$ cat src/rtl/ext_bus_pkg.sv
// Shared constants for the external peripheral bus arbiter.
package ext_bus_pkg;

    localparam int unsigned EXT_ADDR_W   = 19;
    localparam int unsigned EXT_DATA_W   = 16;
    localparam int unsigned EXT_BE_W     = 2;
    localparam logic [15:0] EXT_ERR_DATA = 16'hDEAD;

    // Arbiter FSM encoding
    localparam logic [1:0] IDLE = 2'd0;
    localparam logic [1:0] WAIT = 2'd1;
    localparam logic [1:0] DONE = 2'd2;

endpackage

$ cat src/rtl/rr_arbiter_2.sv
// Two-way round-robin pick: the requester that was not granted last wins a tie.
module rr_arbiter_2 (
    input  logic [1:0] req_i,
    input  logic       last_i,      // 1 = requester 1 was granted last
    output logic [1:0] winner_c_o   // one-hot, 00 when nothing requested
);

    // Single requester wins outright; a tie goes away from the last owner
    always_comb begin
        winner_c_o = req_i;
        if (req_i == 2'b11) begin
            winner_c_o = last_i ? 2'b01 : 2'b10;
        end
    end

endmodule

$ cat src/rtl/external_bus_arbiter.sv
// Two-master round-robin arbiter onto the shared external peripheral bus,
// with registered command, acknowledge return and a wait timeout.
module external_bus_arbiter #(
    parameter int unsigned ADDR_W   = ext_bus_pkg::EXT_ADDR_W,
    parameter int unsigned DATA_W   = ext_bus_pkg::EXT_DATA_W,
    parameter int unsigned BE_W     = ext_bus_pkg::EXT_BE_W,
    parameter int unsigned TIMEOUT  = 255,
    parameter logic [DATA_W-1:0] ERR_DATA = DATA_W'(ext_bus_pkg::EXT_ERR_DATA)
) (
    input  logic              clk_clk,
    input  logic              reset_reset_n,
    input  logic              m0_bus_enable,
    input  logic [ADDR_W-1:0] m0_address,
    input  logic [BE_W-1:0]   m0_byte_enable,
    input  logic              m0_rw,
    input  logic [DATA_W-1:0] m0_write_data,
    output logic              m0_acknowledge,
    output logic [DATA_W-1:0] m0_read_data,
    output logic              m0_error,
    input  logic              m1_bus_enable,
    input  logic [ADDR_W-1:0] m1_address,
    input  logic [BE_W-1:0]   m1_byte_enable,
    input  logic              m1_rw,
    input  logic [DATA_W-1:0] m1_write_data,
    output logic              m1_acknowledge,
    output logic [DATA_W-1:0] m1_read_data,
    output logic              m1_error,
    output logic              bus_enable,
    output logic [ADDR_W-1:0] bus_address,
    output logic [BE_W-1:0]   bus_byte_enable,
    output logic              bus_rw,
    output logic [DATA_W-1:0] bus_write_data,
    input  logic              bus_acknowledge,
    input  logic [DATA_W-1:0] bus_read_data,
    output logic [1:0]        grant
);

    import ext_bus_pkg::*;

    localparam int unsigned CNT_W = (TIMEOUT > 0) ? $clog2(TIMEOUT + 1) : 1;
    localparam logic [CNT_W-1:0] CNT_LAST = CNT_W'(TIMEOUT - 1);
    localparam bit TO_EN = (TIMEOUT != 0);

    logic [1:0]        state_q, state_d;
    logic              bus_en_q, bus_en_d;
    logic [ADDR_W-1:0] bus_addr_q, bus_addr_d;
    logic [BE_W-1:0]   bus_be_q, bus_be_d;
    logic              bus_rw_q, bus_rw_d;
    logic [DATA_W-1:0] bus_wdata_q, bus_wdata_d;
    logic [1:0]        grant_q, grant_d;
    logic              last_q, last_d;
    logic [CNT_W-1:0]  cnt_q, cnt_d;
    logic [1:0]        ack_q, ack_d;
    logic [1:0]        err_q, err_d;
    logic [DATA_W-1:0] rdata0_q, rdata0_d;
    logic [DATA_W-1:0] rdata1_q, rdata1_d;
    logic [1:0]        winner_c;

    rr_arbiter_2 u_rr (
        .req_i      ({m1_bus_enable, m0_bus_enable}),
        .last_i     (last_q),
        .winner_c_o (winner_c)
    );

    // Next-state and next-output logic
    always_comb begin
        state_d     = state_q;
        bus_en_d    = bus_en_q;
        bus_addr_d  = bus_addr_q;
        bus_be_d    = bus_be_q;
        bus_rw_d    = bus_rw_q;
        bus_wdata_d = bus_wdata_q;
        grant_d     = grant_q;
        last_d      = last_q;
        cnt_d       = cnt_q;
        ack_d       = 2'b00;
        err_d       = 2'b00;
        rdata0_d    = rdata0_q;
        rdata1_d    = rdata1_q;

        unique case (state_q)
            IDLE: begin
                if (winner_c != 2'b00) begin
                    bus_en_d    = 1'b1;
                    bus_addr_d  = winner_c[1] ? m1_address     : m0_address;
                    bus_be_d    = winner_c[1] ? m1_byte_enable : m0_byte_enable;
                    bus_rw_d    = winner_c[1] ? m1_rw          : m0_rw;
                    bus_wdata_d = winner_c[1] ? m1_write_data  : m0_write_data;
                    grant_d     = winner_c;
                    last_d      = winner_c[1];
                    cnt_d       = '0;
                    state_d     = WAIT;
                end
            end
            WAIT: begin
                if (bus_acknowledge) begin
                    if (grant_q[1]) rdata1_d = bus_read_data;
                    else            rdata0_d = bus_read_data;
                    ack_d    = grant_q;
                    bus_en_d = 1'b0;
                    state_d  = DONE;
                end else if (TO_EN && (cnt_q == CNT_LAST)) begin
                    if (grant_q[1]) rdata1_d = ERR_DATA;
                    else            rdata0_d = ERR_DATA;
                    ack_d    = grant_q;
                    err_d    = grant_q;
                    bus_en_d = 1'b0;
                    state_d  = DONE;
                end else if (cnt_q != {CNT_W{1'b1}}) begin
                    cnt_d = cnt_q + CNT_W'(1);
                end
            end
            DONE: begin
                grant_d = 2'b00;
                state_d = IDLE;
            end
            default: begin
                state_d  = IDLE;
                bus_en_d = 1'b0;
                grant_d  = 2'b00;
            end
        endcase
    end

    // State and output registers; reset abandons any transaction in flight
    always_ff @(posedge clk_clk or negedge reset_reset_n) begin
        if (!reset_reset_n) begin
            state_q     <= IDLE;
            bus_en_q    <= 1'b0;
            bus_addr_q  <= '0;
            bus_be_q    <= '0;
            bus_rw_q    <= 1'b0;
            bus_wdata_q <= '0;
            grant_q     <= 2'b00;
            last_q      <= 1'b1;
            cnt_q       <= '0;
            ack_q       <= 2'b00;
            err_q       <= 2'b00;
            rdata0_q    <= '0;
            rdata1_q    <= '0;
        end else begin
            state_q     <= state_d;
            bus_en_q    <= bus_en_d;
            bus_addr_q  <= bus_addr_d;
            bus_be_q    <= bus_be_d;
            bus_rw_q    <= bus_rw_d;
            bus_wdata_q <= bus_wdata_d;
            grant_q     <= grant_d;
            last_q      <= last_d;
            cnt_q       <= cnt_d;
            ack_q       <= ack_d;
            err_q       <= err_d;
            rdata0_q    <= rdata0_d;
            rdata1_q    <= rdata1_d;
        end
    end

    assign bus_enable      = bus_en_q;
    assign bus_address     = bus_addr_q;
    assign bus_byte_enable = bus_be_q;
    assign bus_rw          = bus_rw_q;
    assign bus_write_data  = bus_wdata_q;
    assign grant           = grant_q;
    assign m0_acknowledge  = ack_q[0];
    assign m1_acknowledge  = ack_q[1];
    assign m0_error        = err_q[0];
    assign m1_error        = err_q[1];
    assign m0_read_data    = rdata0_q;
    assign m1_read_data    = rdata1_q;

endmodule

$ cat config.mk
export PLATFORM = sky130hd
export DESIGN_NAME = external_bus_arbiter
export DESIGN_NICKNAME = d
export VERILOG_FILES = /design/src/rtl/ext_bus_pkg.sv /design/src/rtl/rr_arbiter_2.sv /design/src/rtl/external_bus_arbiter.sv
export SDC_FILE = /design/constraint.sdc
export NUM_CORES = 1
export LEC_CHECK = 0
export BUFFER_PORTS_ARGS = -buffer_cell sky130_fd_sc_hd__buf_2
export CAP_MARGIN = 10
export CORE_UTILIZATION = 25
export CTS_CLUSTER_DIAMETER = 40
export DETAILED_ROUTE_END_ITERATION = 6
export GPL_TIMING_DRIVEN = 0
export HOLD_SLACK_MARGIN = 0.08
export PLACE_DENSITY = 0.44
export RECOVER_POWER = 50
export SLEW_MARGIN = 40
export SYNTH_ARGS = -nofsm -noshare
export SYNTH_HDL_FRONTEND = slang
export SYNTH_SLANG_ARGS = --single-unit
export TNS_END_PERCENT = 100
$ cat constraint.sdc
create_clock -name clk_clk -period 5.8 [get_ports clk_clk]
set_input_delay 0.29 -clock clk_clk [delete_from_list [all_inputs] [get_ports clk_clk]]
set_output_delay 0.29 -clock clk_clk [all_outputs]
set_load 0.02 [all_outputs]
==> metrics.log, run 1 <==
INFO  metric clk_latency = 350 ps
INFO  metric initial_core_util = 26.0%
INFO  metric worstPathBufferInverterCount = 2
INFO  metric critical_path.startpoint_type = input port
INFO  metric cts_repair_resize_count = 0
INFO  metric area.growth.synth_to_final = 36.0%
INFO  metric finalCritPeriodShare = 38.9%
INFO  metric drt-vias-per-instance = 4.61
INFO  metric nets = 624
INFO  metric final_period_minus_worst_setup_slack = 2260 ps
INFO  metric final_layout_size_suffix_gt1_share = 31.5%
INFO  metric power_leakage = 2.50 nW
INFO  metric report.final.slew_viol_count = 34
INFO  metric die_boundary_height = 126 um
INFO  metric synth-edff-count = 0
INFO  metric dominantRegCellSynth = sky130_fd_sc_hd__dfrtp_1
INFO  metric relSlewSlack = -37.3%
INFO  metric fin_worst_hold_slack = 129 ps
INFO  metric syn_avg_cell_area = 11.3 um^2
INFO  metric grt_util_met1 = 19.1%
INFO  metric crit_required = 5840 ps
INFO  metric cts_inserted_buffers = 9
INFO  metric gr-max-usage-layer = met2
INFO  metric ys_seq_area_share = 57.5%
INFO  metric vdd.ir_drop.worst = 0.000173 V
INFO  metric remaining_drc_errors = 0
INFO  metric globalRouteOverflowTotal = 0
INFO  metric global_route.usage.met2 = 20.9%
INFO  metric final.setup.tns = 0 ps
INFO  metric grt_first_pass_wirelength = 17,400 um
INFO  metric cpMaxStageDelayCell = sky130_fd_sc_hd__clkbuf_1
INFO  metric timing_worst_setup_path_type = input port to async pin
INFO  metric share_of_flip_flops_with_an_asynchronous_set_or_reset = 100%
INFO  metric cts-root-to-sink-buffers = 2
INFO  metric largest_net_degree_at_the_start_of_global_routing = 56
INFO  metric drtPass1Iterations = 4
INFO  metric use_met3 = 4.46%
INFO  metric synth_area_leaders = sky130_fd_sc_hd__dfrtp_1 (57%), sky130_fd_sc_hd__mux2i_1 (10%), sky130_fd_sc_hd__o21ai_0 (6.0%)
INFO  metric netlist_cell_types = 38
INFO  metric antenna_violating_nets_post_route = 0
INFO  metric cp_cell_sequence = dlygate4sd3_1, clkbuf_1
INFO  metric max_fclk = 443 MHz
INFO  metric synthTopCellsByCount = sky130_fd_sc_hd__dfrtp_1 (87), sky130_fd_sc_hd__o21ai_0 (46), sky130_fd_sc_hd__nand2_1 (41)
INFO  metric track_usage = 14.1%
INFO  metric drt_first_iter_violations = 139
INFO  metric clk_root_buffer_cell = sky130_fd_sc_hd__clkbuf_16
INFO  metric worst-path-max-fanout = 34
INFO  metric htree_num_levels = 3
INFO  metric netlist.top_cell.by_area = sky130_fd_sc_hd__dfrtp_1
INFO  metric width_of_the_die = 126 um
INFO  metric timing.hold.worst.class = input port to register
INFO  metric cts.sink_count = 88
INFO  metric globalplace.congestion = 0.750
INFO  metric wirelength = 10,800 um
INFO  metric cts_post_setup_buffers_inserted = 0
INFO  metric synth_largest_type_area_fraction = 56.8%
INFO  metric final.setup_skew = 7.82 ps
INFO  metric violations = max-capacitance violations, max-slew violations
INFO  metric grt_setup_unrepaired = no
INFO  metric port_buffers = 172
INFO  metric flops_latches_synth = 88
INFO  metric finalHoldViolations = 0
INFO  metric grt_antenna_before_repair = 0
INFO  metric max-cap-violations = 1
INFO  metric cpPeakStageDelay = 1460 ps
INFO  metric fp.dieArea = 0.0158 mm^2
INFO  metric path_clk_slew = 60 ps
INFO  metric finalPower = 2.86 mW
INFO  metric routed-via-count = 3,295
INFO  metric finalSetupViolations = 0
INFO  metric synth_area = 0.00383 mm^2
INFO  metric cp.arrival = 2300 ps
INFO  metric worst_path_dominant_cell_family = buffers and inverters
INFO  metric avgRoutedWirePerCell = 15.2 um
INFO  metric postSynthNetCount = 439
INFO  metric yosysMostFrequentCell = sky130_fd_sc_hd__dfrtp_1
INFO  metric num_rows = 44
INFO  metric timing.critical_path.to_type = async pin
INFO  metric number_of_instances_in_the_synthesized_netlist = 340
INFO  metric status = finished with violations
INFO  metric number_of_top_level_design_ports = 174
INFO  metric cts_tree = yes
INFO  metric antenna_diode_count = 0
INFO  metric hpwl_after_detailed_placement = 8000 um
INFO  metric ys.warnings.count = 0
INFO  metric power.density = 548 mW/mm^2
INFO  metric core-area = 0.0148 mm^2
INFO  metric slew_worst_pin = 2060 ps
INFO  metric via_count_of_the_first_global_routing_pass = 3,338
-- report_power, final --
group	switching, mW	internal (mW)	total, mW
Combinational	0.778	0.418	1.20
Clock	0.255	0.337	0.592
Sequential	0.174	0.894	1.07
-- path summary, 6_finish.rpt --
check | from | end | slack (ps) | cells after the start
worst max-delay path | reset_reset_n | m0_read_data[13] | 3540 | 2
max in group clk_clk | state_q[1] | m0_read_data[9] | 3740 | 5
worst max register to register | state_q[1] | m0_read_data[9] | 3740 | 5
worst min-delay path | m0_bus_enable | last_q | 130 | 2
worst min register to register | bus_write_data[8] | bus_write_data[8] | 480 | 2
min in group asynchronous | reset_reset_n | bus_address[2] | 1070 | 2
-- sequential cells by signal (all words and copies together), names as in the netlist, 2 cells and up --
register and count:
m0_read_data 16, bus_write_data 16, state_q 2, err_q 2, bus_byte_enable 2, bus_address 19, grant 2, cnt_q 8
ack_q 2, m1_read_data 16
-- worst reg2reg max path, stage by stage (launching register included) --
cell and delay, ps:
sky130_fd_sc_hd__dfrtp_1 430, sky130_fd_sc_hd__nand2b_1 160, sky130_fd_sc_hd__buf_2 170, sky130_fd_sc_hd__nor2_1 500
sky130_fd_sc_hd__clkbuf_1 500, sky130_fd_sc_hd__a2bb2oi_1 150
-- per-stage QoR --
step / std cells / area, um^2 / utilization (%) / setup slack (ps)
2_1_floorplan: 340 / 3830 / - / 3970
3_3_place_gp: 696 / 4920 / 33.4 / 3530
3_5_place_dp: 697 / 4950 / 33.6 / 3770
4_1_cts: 714 / 5260 / 35.7 / 3720
5_1_grt: 714 / 5210 / 35.3 / 3140
6_report: 714 / 5210 / 35.3 / 3540
-- cells in the final DEF, fill, tap and decap left out, drive strengths merged, types with 6 or more instances in the layout --
cell,n
buf,149
dfrtp,87
clkbuf,58
o21ai,46
nand2,42
mux2i,39
a2bb2oi,22
nand3,13
nor2b,11
a32o,10
inv,6
-- final cells by class --
class / count / area (um^2)
Fill cell: 1542 / 9550
Sequential cell: 88 / 2200
Multi-Input combinational cell: 224 / 1500
Timing Repair Buffer: 174 / 852
Tap cell: 184 / 230
Clock buffer: 10 / 229
Buffer: 24 / 110
Clock inverter: 6 / 67.6
Inverter: 4 / 15.0
-- routing by layer --
layer | share of wire (%) | vias up
met4 | 1.4 | 0
met3 | 7.1 | 12
met2 | 43 | 133
li1 | - | 1602
met1 | 49 | 1548
met5 | 0 | -
-- cells by family (layout without fill, tap and decap cells) --
kind of cell	count (synthesis)	in the layout	synth area share, %
compound gates	94	94	17.0
fa+ha+maj	2	2	0.653
buf+inv	28	218	3.27
flops	88	88	57.5
mux	39	39	10.2
simple gates	89	89	11.4
-- what timing repair did --
action	CTS	global route
hold buffers	1	0
setup endpoints to repair	0	0
endpoints found under the hold margin	33	0
No activity file was read; power rests on OpenSTA's default activity.
==> run 2, diff against run 1 <==
- PLACE_DENSITY: 0.44 -> 0.46
- clock period: 5.8 -> 2 ns (I/O delays scaled with it)
==> run 2 against run 1 <==
Effect of this change: the flow finishes with violations (max-capacitance violations); die area did not move; clock-buffer cell count did not move; critical path depth rose by 5; worst hold slack got worse by 47 ps; clock skew fell by 1.9 ps; highest routed layer unchanged.
==> metrics.log, run 2 (synthesized netlist as in run 1, its figures left out) <==
INFO  metric final_layout_size_suffix_gt1_share = 28.9% (-2.6 points)
INFO  metric final_core_utilization = 41.7% (+6.4 points)
INFO  metric via_count_of_the_first_global_routing_pass = 3,941 (+18%)
INFO  metric port_buffers = 172 (unchanged)
INFO  metric width_of_the_die = 126 um (unchanged)
INFO  metric timing.critical_path.to_type = register
INFO  metric final_period_minus_worst_setup_slack = 1980 ps
INFO  metric globalRouteOverflowTotal = 0 (unchanged)
INFO  metric drtPass1Iterations = 6 (+2)
INFO  metric initial_core_util = 26.0% (unchanged)
INFO  metric layout.cells.most_common = sky130_fd_sc_hd__buf_2
INFO  metric startpoint = m0_bus_enable
INFO  metric worst-path-max-fanout = 10 (-71%)
INFO  metric stdcell_area = 0.00616 mm^2 (+18%)
INFO  metric antenna_violating_nets_post_route = 0 (unchanged)
INFO  metric finalPower = 8.80 mW (+210%)
INFO  metric power_leakage = 2.92 nW (+17%)
INFO  metric clk_latency = 350 ps (about the same)
INFO  metric fp.dieArea = 0.0158 mm^2 (unchanged)
INFO  metric clk_root_buffer_cell = sky130_fd_sc_hd__clkbuf_16
INFO  metric placedInstanceArea = 0.00495 mm^2 (-0.15%)
INFO  metric cts_inserted_buffers = 9 (unchanged)
INFO  metric grt_first_pass_wirelength = 19,900 um (+14%)
INFO  metric cp.arrival = 2190 ps (-110 ps)
INFO  metric place.detailed.instances = 697 (unchanged)
INFO  metric drt_first_iter_violations = 122 (-12%)
INFO  metric critical_path.startpoint_type = input port
INFO  metric cts.sink_count = 88 (unchanged)
INFO  metric nets = 713 (+14%)
INFO  metric layout_common_cells = sky130_fd_sc_hd__buf_2 (145), sky130_fd_sc_hd__dlygate4sd3_1 (89), sky130_fd_sc_hd__dfrtp_1 (86)
INFO  metric highest-signal-layer = met4
INFO  metric globalplace.congestion = 0.724 (-3.5%)
INFO  metric wirelength = 12,200 um (+12%)
INFO  metric final.setup_skew = 5.88 ps (-1.94 ps)
INFO  metric crit_required = 2220 ps (-3620 ps)
INFO  metric max-cap-violations = 1 (unchanged)
INFO  metric remaining_drc_errors = 0 (unchanged)
INFO  metric final-instance-count-excl-fill = 803 (+12%)
INFO  metric routed-via-count = 3,658 (+11%)
INFO  metric num_rows = 44 (unchanged)
INFO  metric die_boundary_height = 126 um (unchanged)
INFO  metric critical_path.reg2reg.startpoint = cnt_q[0]
INFO  metric drt-vias-per-instance = 4.56 (-1.3%)
INFO  metric finalHoldViolations = 0 (unchanged)
INFO  metric avgRoutedWirePerCell = 15.2 um (about the same)
INFO  metric largest_reg_flops = 19 (unchanged)
INFO  metric path_clk_slew = 70 ps (about the same)
INFO  metric grt_setup_unrepaired = yes
INFO  metric largest_net_degree_at_the_start_of_global_routing = 58 (+3.6%)
INFO  metric timing.hold.worst.start = m0_write_data[8]
INFO  metric grt_antenna_before_repair = 0 (unchanged)
INFO  metric timing.hold.worst.class = input port to register
INFO  metric htree_num_levels = 3 (unchanged)
INFO  metric slew_worst_pin = 1500 ps (-562 ps)
INFO  metric antenna_diode_count = 0 (unchanged)
INFO  metric max_fclk = 506 MHz
INFO  metric status = finished with violations
INFO  metric cts_tree = yes
INFO  metric track_usage = 16.2% (+2.0 points)
INFO  metric routed_wl_met3 = 795 um (+3.5%)
INFO  metric vdd.ir_drop.worst = 0.000556 V (+220%)
INFO  metric route.met2.wl = 5560 um (+20%)
INFO  metric violations = max-capacitance violations
INFO  metric hpwl_after_detailed_placement = 7960 um (-0.39%)
INFO  metric number_of_top_level_design_ports = 174 (unchanged)
INFO  metric area.growth.synth_to_final = 60.8%
INFO  metric core-area = 0.0148 mm^2 (unchanged)
INFO  metric power.density = 1430 mW/mm^2 (+160%)
INFO  metric cts-root-to-sink-buffers = 2 (unchanged)
INFO  metric final.setup.tns = 0 ps (unchanged)
INFO  metric wl_met1 = 5490 um (+4.1%)
INFO  metric report.final.slew_viol_count = 0 (-100%)
INFO  metric relSlewSlack = 0.169% (+37 points)
INFO  metric finalCritPeriodShare = 98.8%
INFO  metric timing_worst_setup_path_type = input port to register
INFO  metric finalSetupViolations = 0 (unchanged)
## run 2: final timing paths
check	to	slack (ps)	cells after the start
max reg2reg	cnt_q[6]	70	5
max in group asynchronous	last_q	310	3
min in group asynchronous	bus_address[8]	660	2
max	bus_address[14]	20	7
min reg2reg	bus_write_data[13]	480	2
min	bus_write_data[8]	80	3
## run 2: repair_timing
item | in CTS | in global routing
endpoints found under the hold margin | 124 | 0
setup endpoints to repair | 17 | 42
setup buffers | 0 | 1
hold buffers | 89 | 0
gates resized for setup | 2 | 10
## run 2: layout make-up
type | count | area [um^2]
flip-flops and latches | 88 | 2200
multi-input cells | 224 | 1510
repair buffers | 263 | 1730
plain buffers | 24 | 121
clock buffers | 10 | 239
well taps | 184 | 230
fillers | 1437 | 8590
inverters | 4 | 15.0
clock inverters | 6 | 115
## run 2: routing by layer
layer	up-vias	global-route usage [%]
li1	1779	-
met1	1720	20.1
met2	139	26.0
met3	20	4.29
met4	0	8.01
met5	-	0
## run 2: where the power goes
part	leakage (nW)	total (mW)	internal, mW	switching, mW
registers	1.07	3.10	2.59	0.502
logic	1.68	3.71	1.40	2.31
clock network	0.169	1.99	1.26	0.728
## run 2: worst max-delay path, cell delays in order
cell and delay, ps:
sky130_fd_sc_hd__dlygate4sd3_1 540, sky130_fd_sc_hd__buf_2 150, sky130_fd_sc_hd__a21oi_1 230, sky130_fd_sc_hd__clkbuf_4 310, sky130_fd_sc_hd__mux2i_1 210, sky130_fd_sc_hd__dlygate4sd3_1 570
sky130_fd_sc_hd__o21ai_0 70
## run 2: per-stage QoR
| stage | hold slack (ps) | setup slack [ps] |
|---|---|---|
| 2_1_floorplan | -196 | 166 |
| 3_3_place_gp | 290 | -78.6 |
| 3_5_place_dp | 112 | -111 |
| 4_1_cts | 83.8 | 21.8 |
| 5_1_grt | 93.0 | -77.6 |
| 6_report | 81.8 | 25.0 |
